===== src/rtl/ripple_add_unit_if.sv =====
`default_nettype none
// ============================================================================
//  Module   : ripple_add_unit_if
//  Purpose  : Operand/strobe and result bundle for ripple_add_unit.
//  Signals  : add_en - capture strobe (master -> slave)
//             inc    - 1 = increment a, 0 = a + b (master -> slave)
//             a, b   - WIDTH-bit operands (master -> slave)
//             sum    - registered WIDTH-bit result (slave -> master)
//             cout   - registered carry-out of the MSB cell (slave -> master)
//             valid  - one-cycle pulse after a capture (slave -> master)
//  Revision : 1.0 - initial release
// ============================================================================
interface ripple_add_unit_if #(
    parameter int unsigned WIDTH = 3
);
    logic             add_en;
    logic             inc;
    logic [WIDTH-1:0] a;
    logic [WIDTH-1:0] b;
    logic [WIDTH-1:0] sum;
    logic             cout;
    logic             valid;

    modport master (
        output add_en, inc, a, b,
        input  sum, cout, valid
    );

    modport slave (
        input  add_en, inc, a, b,
        output sum, cout, valid
    );
endinterface : ripple_add_unit_if
`default_nettype wire


===== src/rtl/ripple_add_unit.sv =====
`default_nettype none
// ============================================================================
//  Module   : ripple_add_unit
//  Purpose  : Registered ripple-carry adder / incrementer. Bit 0 is a
//             half-adder cell, bits 1..WIDTH-1 are full-adder cells. The
//             result and the MSB carry-out are captured on add_en and held
//             until the next capture; valid pulses the cycle after a capture.
//  Ports    : pclk   - rising-edge clock
//             preset - synchronous active-high reset (wins over add_en)
//             bus    - ripple_add_unit_if.slave (add_en, inc, a, b in;
//                      sum, cout, valid out, all outputs registered)
//  Params   : WIDTH  - operand/result width, 1..16
//  Revision : 1.0 - initial release
// ============================================================================
module ripple_add_unit #(
    parameter int unsigned WIDTH = 3
) (
    input  wire logic          pclk,
    input  wire logic          preset,
    ripple_add_unit_if.slave   bus
);

    // Increment mode forces B to the constant 1 (only bit 0 set).
    localparam logic [WIDTH-1:0] c_inc_b = WIDTH'(1);

    logic [WIDTH-1:0] w_b;
    logic [WIDTH-1:0] w_sum;
    logic             w_cout;

    logic [WIDTH-1:0] r_sum;
    logic             r_cout;
    logic             r_valid;

    assign w_b = bus.inc ? c_inc_b : bus.b;

    // Each bit cell owns its own carry net; chaining through the previous
    // generate instance keeps the carry path as a plain ripple of scalars.
    genvar i;
    generate
        for (i = 0; i < int'(WIDTH); i++) begin : g_bit
            logic w_c;
            if (i == 0) begin : g_half
                assign w_sum[i] = bus.a[i] ^ w_b[i];
                assign w_c      = bus.a[i] & w_b[i];
            end else begin : g_full
                assign w_sum[i] = bus.a[i] ^ w_b[i] ^ g_bit[i-1].w_c;
                assign w_c      = (bus.a[i] & w_b[i])
                                | (bus.a[i] & g_bit[i-1].w_c)
                                | (w_b[i]   & g_bit[i-1].w_c);
            end
        end : g_bit
    endgenerate

    assign w_cout = g_bit[WIDTH-1].w_c;

    always_ff @(posedge pclk) begin
        if (preset) begin
            r_sum   <= '0;
            r_cout  <= 1'b0;
            r_valid <= 1'b0;
        end else if (bus.add_en) begin
            r_sum   <= w_sum;
            r_cout  <= w_cout;
            r_valid <= 1'b1;
        end else begin
            r_valid <= 1'b0;
        end
    end

    assign bus.sum   = r_sum;
    assign bus.cout  = r_cout;
    assign bus.valid = r_valid;

endmodule : ripple_add_unit
`default_nettype wire


===== src/flat_wrapper.sv =====
// flat-port wrapper written by rule: the top's interface ports become plain ports
module ripple_add_unit_flat 
#(
    parameter int unsigned WIDTH = 3
)
  (pclk, preset, bus_add_en, bus_inc, bus_a, bus_b, bus_sum, bus_cout, bus_valid);
  ripple_add_unit_if #(.WIDTH(WIDTH)) bus_i ();
  input  wire logic pclk;
  input  wire logic preset;
  input wire logic [$bits(bus_i.add_en)-1:0] bus_add_en;
  input wire logic [$bits(bus_i.inc)-1:0] bus_inc;
  input wire logic [$bits(bus_i.a)-1:0] bus_a;
  input wire logic [$bits(bus_i.b)-1:0] bus_b;
  output wire logic [$bits(bus_i.sum)-1:0] bus_sum;
  output wire logic [$bits(bus_i.cout)-1:0] bus_cout;
  output wire logic [$bits(bus_i.valid)-1:0] bus_valid;
  assign bus_i.add_en = bus_add_en;
  assign bus_i.inc = bus_inc;
  assign bus_i.a = bus_a;
  assign bus_i.b = bus_b;
  assign bus_sum = bus_i.sum;
  assign bus_cout = bus_i.cout;
  assign bus_valid = bus_i.valid;
  ripple_add_unit #(.WIDTH(WIDTH)) u_core (.pclk(pclk), .preset(preset), .bus(bus_i));
endmodule

===== config.mk =====
export PLATFORM = sky130hd
export DESIGN_NAME = ripple_add_unit_flat
export DESIGN_NICKNAME = d
export VERILOG_FILES = /design/src/rtl/ripple_add_unit_if.sv /design/src/rtl/ripple_add_unit.sv /design/src/flat_wrapper.sv
export SDC_FILE = /design/constraint.sdc
export NUM_CORES = 1
export LEC_CHECK = 0
export ABC_AREA = 1
export CORE_AREA = 2 2 39 41
export CTS_BUF_LIST = sky130_fd_sc_hd__clkbuf_8
export CTS_CLUSTER_SIZE = 25
export DETAILED_ROUTE_END_ITERATION = 16
export DIE_AREA = 0 0 41 43
export GPL_ROUTABILITY_DRIVEN = 0
export REMOVE_ABC_BUFFERS = 1
export SYNTH_ARGS = -nofsm -noshare
export SYNTH_HDL_FRONTEND = slang
export SYNTH_SLANG_ARGS = --single-unit

===== constraint.sdc =====
create_clock -name pclk -period 2.3 [get_ports pclk]
set_clock_uncertainty 0.15 [all_clocks]
set_input_delay 0.345 -clock pclk [delete_from_list [all_inputs] [get_ports pclk]]
set_output_delay 0.345 -clock pclk [all_outputs]
set_load 0.01 [all_outputs]

# --- Word level (Yosys, flattened, before mapping) ---
# Cells that the tools add are included.
word_totals:
  ff_bits: 5
  inputBits: 10
  output_inout_bits: 5
op_classes:
  n_mux: 2
  bitwise_logic: 16
op_table:
  columns: ["op", "n"]
  rows:
  - ["1-bit AND", 7]
  - ["1-bit bitwise XOR", 5]
  - ["1-bit OR", 4]
  - ["3-bit two-way mux", 1]
  - ["1-bit two-way mux", 1]

# --- Longest topological paths before layout ---
# Gate-level depths: netlist of the first run.
logic_depth:
  word_depth: 8
  depth_mapped: 8
  depth_no_buf: 8

# --- Worst setup path before layout of the first run ---
# OpenSTA, ideal clock, no wires.
synth_path:
  path_type: "input to register"
  from: "in bus_inc"
  to: "reg u_core.r_sum[2] (netlist: u_core.bus.sum[2])"
  setup_time_ps: 64
  arrival_time_ps: 1835
  required_time_ps: 2086
  setup_slack_ps: 251
  stages: 8
  n_path_buf: 0
  cell_sequence: "or2_2 > ha_1 > fa_1 > fa_1 > inv_1 > nand2_2 > nand2_1 > nor2_1"
synth_via:
  elab_chain_cells: 6
  word_cells_on_any_way: 9
synth_rtl:
  columns: ["item", "line_no", "source"]
  rows:
  - ["start: declaration", "flat_wrapper.sv:11", "input wire logic [$bits(bus_i.inc)-1:0] bus_inc;"]
  - ["3-bit two-way mux *", "ripple_add_unit.sv:34", "assign w_b = bus.inc ? c_inc_b : bus.b;"]
  - ["1-bit AND", "ripple_add_unit.sv:44", "assign w_c = bus.a[i] & w_b[i];"]
  - ["1-bit AND", "ripple_add_unit.sv:48", "| (bus.a[i] & g_bit[i-1].w_c)"]
  - ["1-bit OR", "ripple_add_unit.sv:48", null]
  - ["1-bit OR", "ripple_add_unit.sv:49", "| (w_b[i] & g_bit[i-1].w_c);"]
  - ["1-bit bitwise XOR *", "ripple_add_unit.sv:46", "assign w_sum[i] = bus.a[i] ^ w_b[i] ^ g_bit[i-1].w_c;"]
  - ["named net u_core.w_sum[2]", "ripple_add_unit.sv:27", "logic [WIDTH-1:0] w_sum;"]
  - ["end signal: assignment", "ripple_add_unit.sv:62", "r_sum <= w_sum;"]
  - ["end: declaration", "ripple_add_unit.sv:30", "logic [WIDTH-1:0] r_sum;"]
# The timed path passes the listed nets; every way through them passes the cells marked *.
# A chain may end at the register's enable or synchronous reset.

# --- Final worst setup path of the first run ---
# Ends and elaborated chain as after synthesis.

==> metrics.md, run 1 <==
| Metric | Value |
|---|---|
| Status | completed |
| Vias in the first global route | 257 |
| Die area | 1760 µm² |
| # DRC | 0 |
| TritonCTS Buffers | 3 |
| Pleak | 0.235 nW |
| First-pass GRT wire length | 903 µm |
| Final period utilization | 97.6% |
| Setup crit end kind | flop |
| Initial antenna violation count | 0 |
| Max-cap viol count | 0 |
| CP required | 2.31 ns |
| Comb power frac | 20.4% |
| Aggregate global routing overflow | 0 |
| Ratio of cells with drive above 1 in the final layout | 20.0% |
| Setup crit start kind | primary input |
| Largest family of logic cells by synthesized area | simple AND/OR/NAND/NOR gates |
| CTS Hold Buffers Added | 0 |
| Post-synthesis mux area share | 0% |
| # nets final | 69 |
| Syn Inst Count | 37 |
| Worst-skew pair later-pin latency | 0.22 ns |
| Slew Limit Fails | 0 |
| Power Internal | 0.000247 W |
| Clock slew at reported path FFs | 0.03 ns |
| Final core utilization | 35.3% |
| ANT cells | 0 |
| Dpl hpwl | 401 µm |
| GRT Total Usage | 8.47% |
| PwrDens | 650 nW/µm² |
| Worst Tran Pin Value | 0.355 ns |
| Root Buffer | clkbuf_8 |
| IO Port Bufs | 14 |
| Setup violators final | 0 |
| XOR/XNOR Fraction of Synth Area | 0% |
| Sw Pwr | 0.0000708 W |
| Min-delay worst type | flop to flop |
| Core box area | 1380 µm² |
| Post-layout min period | 2.24 ns |
| Routed len/inst | 7.08 µm |
| Starting Density | 20.3% |
| Max_slew headroom | 76.3% |
| Vias per cell | 3.65 |
| Yosys reg bits | 5 |
| Avg Inst Size Synth | 7.61 µm² |
| Synth Cell Area | 282 µm² |
| Synth Area in Compound Gates | 0% |
| Synth warn | 0 |
| Critical path type | primary input to flop |
| Area delta synth->final | 73.3% |
| Drt pass-1 iters | 2 |
| Cells resized by post-CTS repair | 1 |
| Max IR drop VDD | 328 µV |
| Vias | 259 |
| Final Hold Viols | 0 |
| Netlist cell types | 10 |
| Num ports | 15 |
| # rows | 14 |
| Synth Area in Simple Gates | 31.1% |
| RSZ-0062 raised after global routing | no |
| Die Y-Extent | 43 µm |
| Sink Count | 5 |
| CTS max path bufs | 2 |
| Commonest non-fill, non-tap cell in the layout | clkdlybuf4s50_1 |
| Synth Area in Adders | 18.7% |
| Die X | 41 µm |
| Total power | 0.000317 W |
| Post-CTS Setup Bufs | 0 |
| Total Wirelength | 503 µm |
| Critical Path Fanout Max | 2 |
| Starting DRT DRC Count | 2 |
| F_max | 0.445 GHz |
| H-Tree Level Count | 1 |
| Switching part of the total power | 22.3% |
| Flop pwr share | 30.6% |
| Share of the yosys chip area belonging to registers | 35.6% |
| Crit path DAT | 2.25 ns |
| Largest net degree at the start of global routing | 10 |
| Clock share of power | 49.0% |
| Final ANT Viol Nets | 0 |
| CTS tree | yes |
| Commonest cells after routing, fill and taps aside | 14 x clkdlybuf4s50_1, 10 x nor2_1, 9 x inv_1 |
## path summary, 6_finish.rpt
path                startpoint  slack [ns]  cells past startpoint           endpoint
max                    bus_inc        0.06                      9  u_core.bus.sum[2]
min            u_core.bus.cout        0.32                      2    u_core.bus.cout
max reg2reg  u_core.bus.sum[1]        1.57                      2  u_core.bus.sum[1]
min reg2reg    u_core.bus.cout        0.32                      2    u_core.bus.cout
## power by group through the flow
stage	Clock, W	Sequential [W]	Combinational, W
final	0.000156	0.0000970	0.0000648
after global routing	0.000172	0.0000979	0.0000725
after CTS	0.000161	0.0000971	0.0000658
after detailed placement	0	0.0000984	0.0000649
after global placement	0	0.0000984	0.0000650
after floorplan	0	0.000102	0.0000251
## stage by stage
stage	hold WS (ns)	setup WS, ns	std cells	TNS, ns	cell area, µm²
6_report	0.317	0.0550	71	0	488
5_1_grt	0.339	0.00409	71	0	488
4_1_cts	0.320	0.0262	71	0	485
3_5_place_dp	0.315	-0.247	67	-0.405	438
3_3_place_gp	0.316	-0.231	67	-0.381	438
2_1_floorplan	0.266	0.251	36	0	270
## layer usage
layer / up-vias / track usage [%] / share of wire, %
met4: 0 / 4.00 / 1.6
li1: 139 / - / -
met3: 2 / 9.42 / 10
met2: 7 / 10.9 / 47
met5: - / 0 / 0
met1: 111 / 8.14 / 41
## cells in the mapped netlist (all sizes together)
library cell	count	area share [%]
buf	1	4.0
dfxtp	5	36
fa	2	14
ha	1	4.4
inv	8	11
nand2	8	13
nor2	11	16
or2	1	2.2
## sequential cells by signal, summed over array words and instances, names as in the netlist
name and cells:
u_core.bus.sum 3, u_core.bus.cout 1, u_core.bus.valid 1
## critical path, cell delays in order
cell and delay, ns:
clkdlybuf4s50_1 0.41, or2_2 0.30, ha_2 0.18, fa_2 0.33, fa_1 0.48, inv_1 0.04, nand2_2 0.04, nand2_1 0.05
nor2_1 0.07
## cells by family after synthesis
logic type / after synthesis
flip-flops: 5
buffers and inverters: 9
AND/OR/NAND/NOR: 20
adder cells (fa/ha/maj): 3
## cell type report
type	instances	area [µm²]
fillers	164	896
repair buffers	15	148
multi-input cells	23	145
flip-flops and latches	5	100
clock buffers	3	41.3
inverters	8	30.0
well taps	16	20.0
clock inverters	1	3.75
(Power assumes the default switching activity.)
==> inputs of run 2 (changes only) <==
--- a/config.mk
+++ b/config.mk
@@ -16,3 +16,4 @@
 export SYNTH_ARGS = -nofsm -noshare
 export SYNTH_HDL_FRONTEND = slang
 export SYNTH_SLANG_ARGS = --single-unit
+export TNS_END_PERCENT = 100
==> results of run 2 <==
The final DEF is identical to that of run 1; final timing and power are the same.
==> inputs of run 3 (changes only) <==
--- a/config.mk
+++ b/config.mk
@@ -12,6 +12,7 @@
 export DETAILED_ROUTE_END_ITERATION = 16
 export DIE_AREA = 0 0 41 43
 export GPL_ROUTABILITY_DRIVEN = 0
+export MAX_ROUTING_LAYER = met4
 export REMOVE_ABC_BUFFERS = 1
 export SYNTH_ARGS = -nofsm -noshare
 export SYNTH_HDL_FRONTEND = slang
==> constraint.sdc (replaced) <==
create_clock -name pclk -period 2.75 [get_ports pclk]
set_clock_uncertainty 0.15 [all_clocks]
set_input_delay 0.4125 -clock pclk [delete_from_list [all_inputs] [get_ports pclk]]
set_output_delay 0.4125 -clock pclk [all_outputs]
set_load 0.01 [all_outputs]
==> metrics.md, run 3 (synthesis results as in run 1) <==
| Metric | Value |
|---|---|
| Status | completed |
| Crit path DAT | 2.41 ns |
| Final ANT Viol Nets | 0 |
| Num ports | 15 |
| Max IR drop VDD | 244 µV |
| # rows | 14 |
| Cells resized by post-CTS repair | 0 |
| H-Tree Level Count | 1 |
| TritonCTS Buffers | 3 |
| # DRC | 0 |
| Total Wirelength | 502 µm |
| Layout fillers | 156 |
| Routed len/inst | 7.17 µm |
| Starting DRT DRC Count | 2 |
| Crit path largest cell delay | 0.48 ns |
| Die Y-Extent | 43 µm |
| Worst path cell trace | clkdlybuf4s50_1, or2_2, ha_1, fa_1, fa_1, inv_1, nand2_2, nand2_1, nor2_1 |
| Vias | 268 |
| GRT Total Usage | 8.57% |
| Post-layout min period | 2.40 ns |
| PwrDens | 558 nW/µm² |
| Min-delay worst type | flop to flop |
| Worst Tran Pin Value | 0.352 ns |
| Clock slew at reported path FFs | 0.04 ns |
| First-pass GRT wire length | 897 µm |
| Critical Path Fanout Max | 3 |
| Dpl hpwl | 399 µm |
| # nets final | 68 |
| Area delta synth->final | 68.9% |
| Drt pass-1 iters | 2 |
| Sink Count | 5 |
| Commonest cells after routing, fill and taps aside | 14 x clkdlybuf4s50_1, 10 x nor2_1, 9 x inv_1 |
| Final period utilization | 87.1% |
| Critical path buffers and inverters | 2 |
| Commonest non-fill, non-tap cell in the layout | clkdlybuf4s50_1 |
| R2R Setup Slk | 2.01 ns |
| Setup crit start kind | primary input |
| Root Buffer | clkbuf_8 |
| Setup total negative slack | 0 ns |
| Crit path max-delay family | adder cells |
| Largest register FFs | 3 |
| Critical path type | primary input to flop |
| Max-cap viol count | 0 |
| CTS tree | yes |
| Vias per cell | 3.83 |
| Setup violators final | 0 |
| Final Hold Viols | 0 |
| Most used cell, CP | fa_1 |
| CP required | 2.76 ns |
| Initial antenna violation count | 0 |
| Pleak | 0.233 nW |
| Die X | 41 µm |
| Aggregate global routing overflow | 0 |
| WHS | 0.320 ns |
| RSZ-0062 raised after global routing | no |
| Setup crit end kind | flop |
| Core box area | 1380 µm² |
| Vias in the first global route | 249 |
| ANT cells | 0 |
| Post-CTS Setup Bufs | 0 |
| Slew Limit Fails | 0 |
| Largest net degree at the start of global routing | 10 |
| IO Port Bufs | 14 |
| Worst-skew pair later-pin latency | 0.22 ns |
| Slowest-stage cell, CP | fa_1 |
| CTS Hold Buffers Added | 0 |
| F_max | 0.417 GHz |
| Final core utilization | 34.4% |
| Die area | 1760 µm² |
| Starting Density | 20.3% |
| Ratio of cells with drive above 1 in the final layout | 14.8% |
| Max_slew headroom | 76.4% |
| CTS max path bufs | 2 |
==> run 3: cell count changes in the layout (fill, tap and decap cells not counted) <==
cell   delta
buf_4     -1
fa_2      -1
fa_1      +1
ha_2      -1
ha_1      +1
==> run 3: final timing paths <==
path / endpoint / depth (start not counted) / start
min: u_core.bus.cout / 2 / u_core.bus.cout
max reg2reg: u_core.bus.sum[1] / 2 / u_core.bus.sum[1]
max: u_core.bus.sum[2] / 9 / bus_inc
min reg2reg: u_core.bus.cout / 2 / u_core.bus.cout
==> run 3: tightest hold or removal path, cell delays in order, from the launching register on <==
cell,delay [ns]
dfxtp_1,0.30
nor2_1,0.08
nor2_1,0.05
==> run 3: where the power goes <==
part           leakage (nW)  switching, W  internal, W
Combinational         0.165     0.0000220    0.0000306
Clock                0.0269     0.0000358    0.0000957
Sequential           0.0416    0.00000237    0.0000788
==> run 3: per-layer routing <==
layer  global-route usage, %  share of wire (%)  vias up
li1                        -                  -      138
met1                    7.47                 39      121
met5                       -                  0        -
met2                    11.3                 49        7
met3                    9.42                 12        2
met4                    4.00               0.80        0
==> run 3: cell type report <==
cell class	count	area (µm²)	share of cell area [%]
multi-input cells	23	140	29.5
clock buffers	3	41.3	8.68
flip-flops and latches	5	100	21.1
repair buffers	14	140	29.5
inverters	8	30.0	6.32
well taps	16	20.0	4.21
clock inverters	1	3.75	0.789
==> run 3: per-stage QoR <==
step / area (µm²) / instances / setup slack (ns) / power (W)
3_5_place_dp: 430 / 66 / 0.113 / 0.000136
5_1_grt: 475 / 70 / 0.287 / 0.000283
2_1_floorplan: 270 / 36 / 0.634 / 0.000106
3_3_place_gp: 430 / 66 / 0.119 / 0.000136
4_1_cts: 475 / 70 / 0.340 / 0.000269
6_report: 475 / 70 / 0.355 / 0.000265
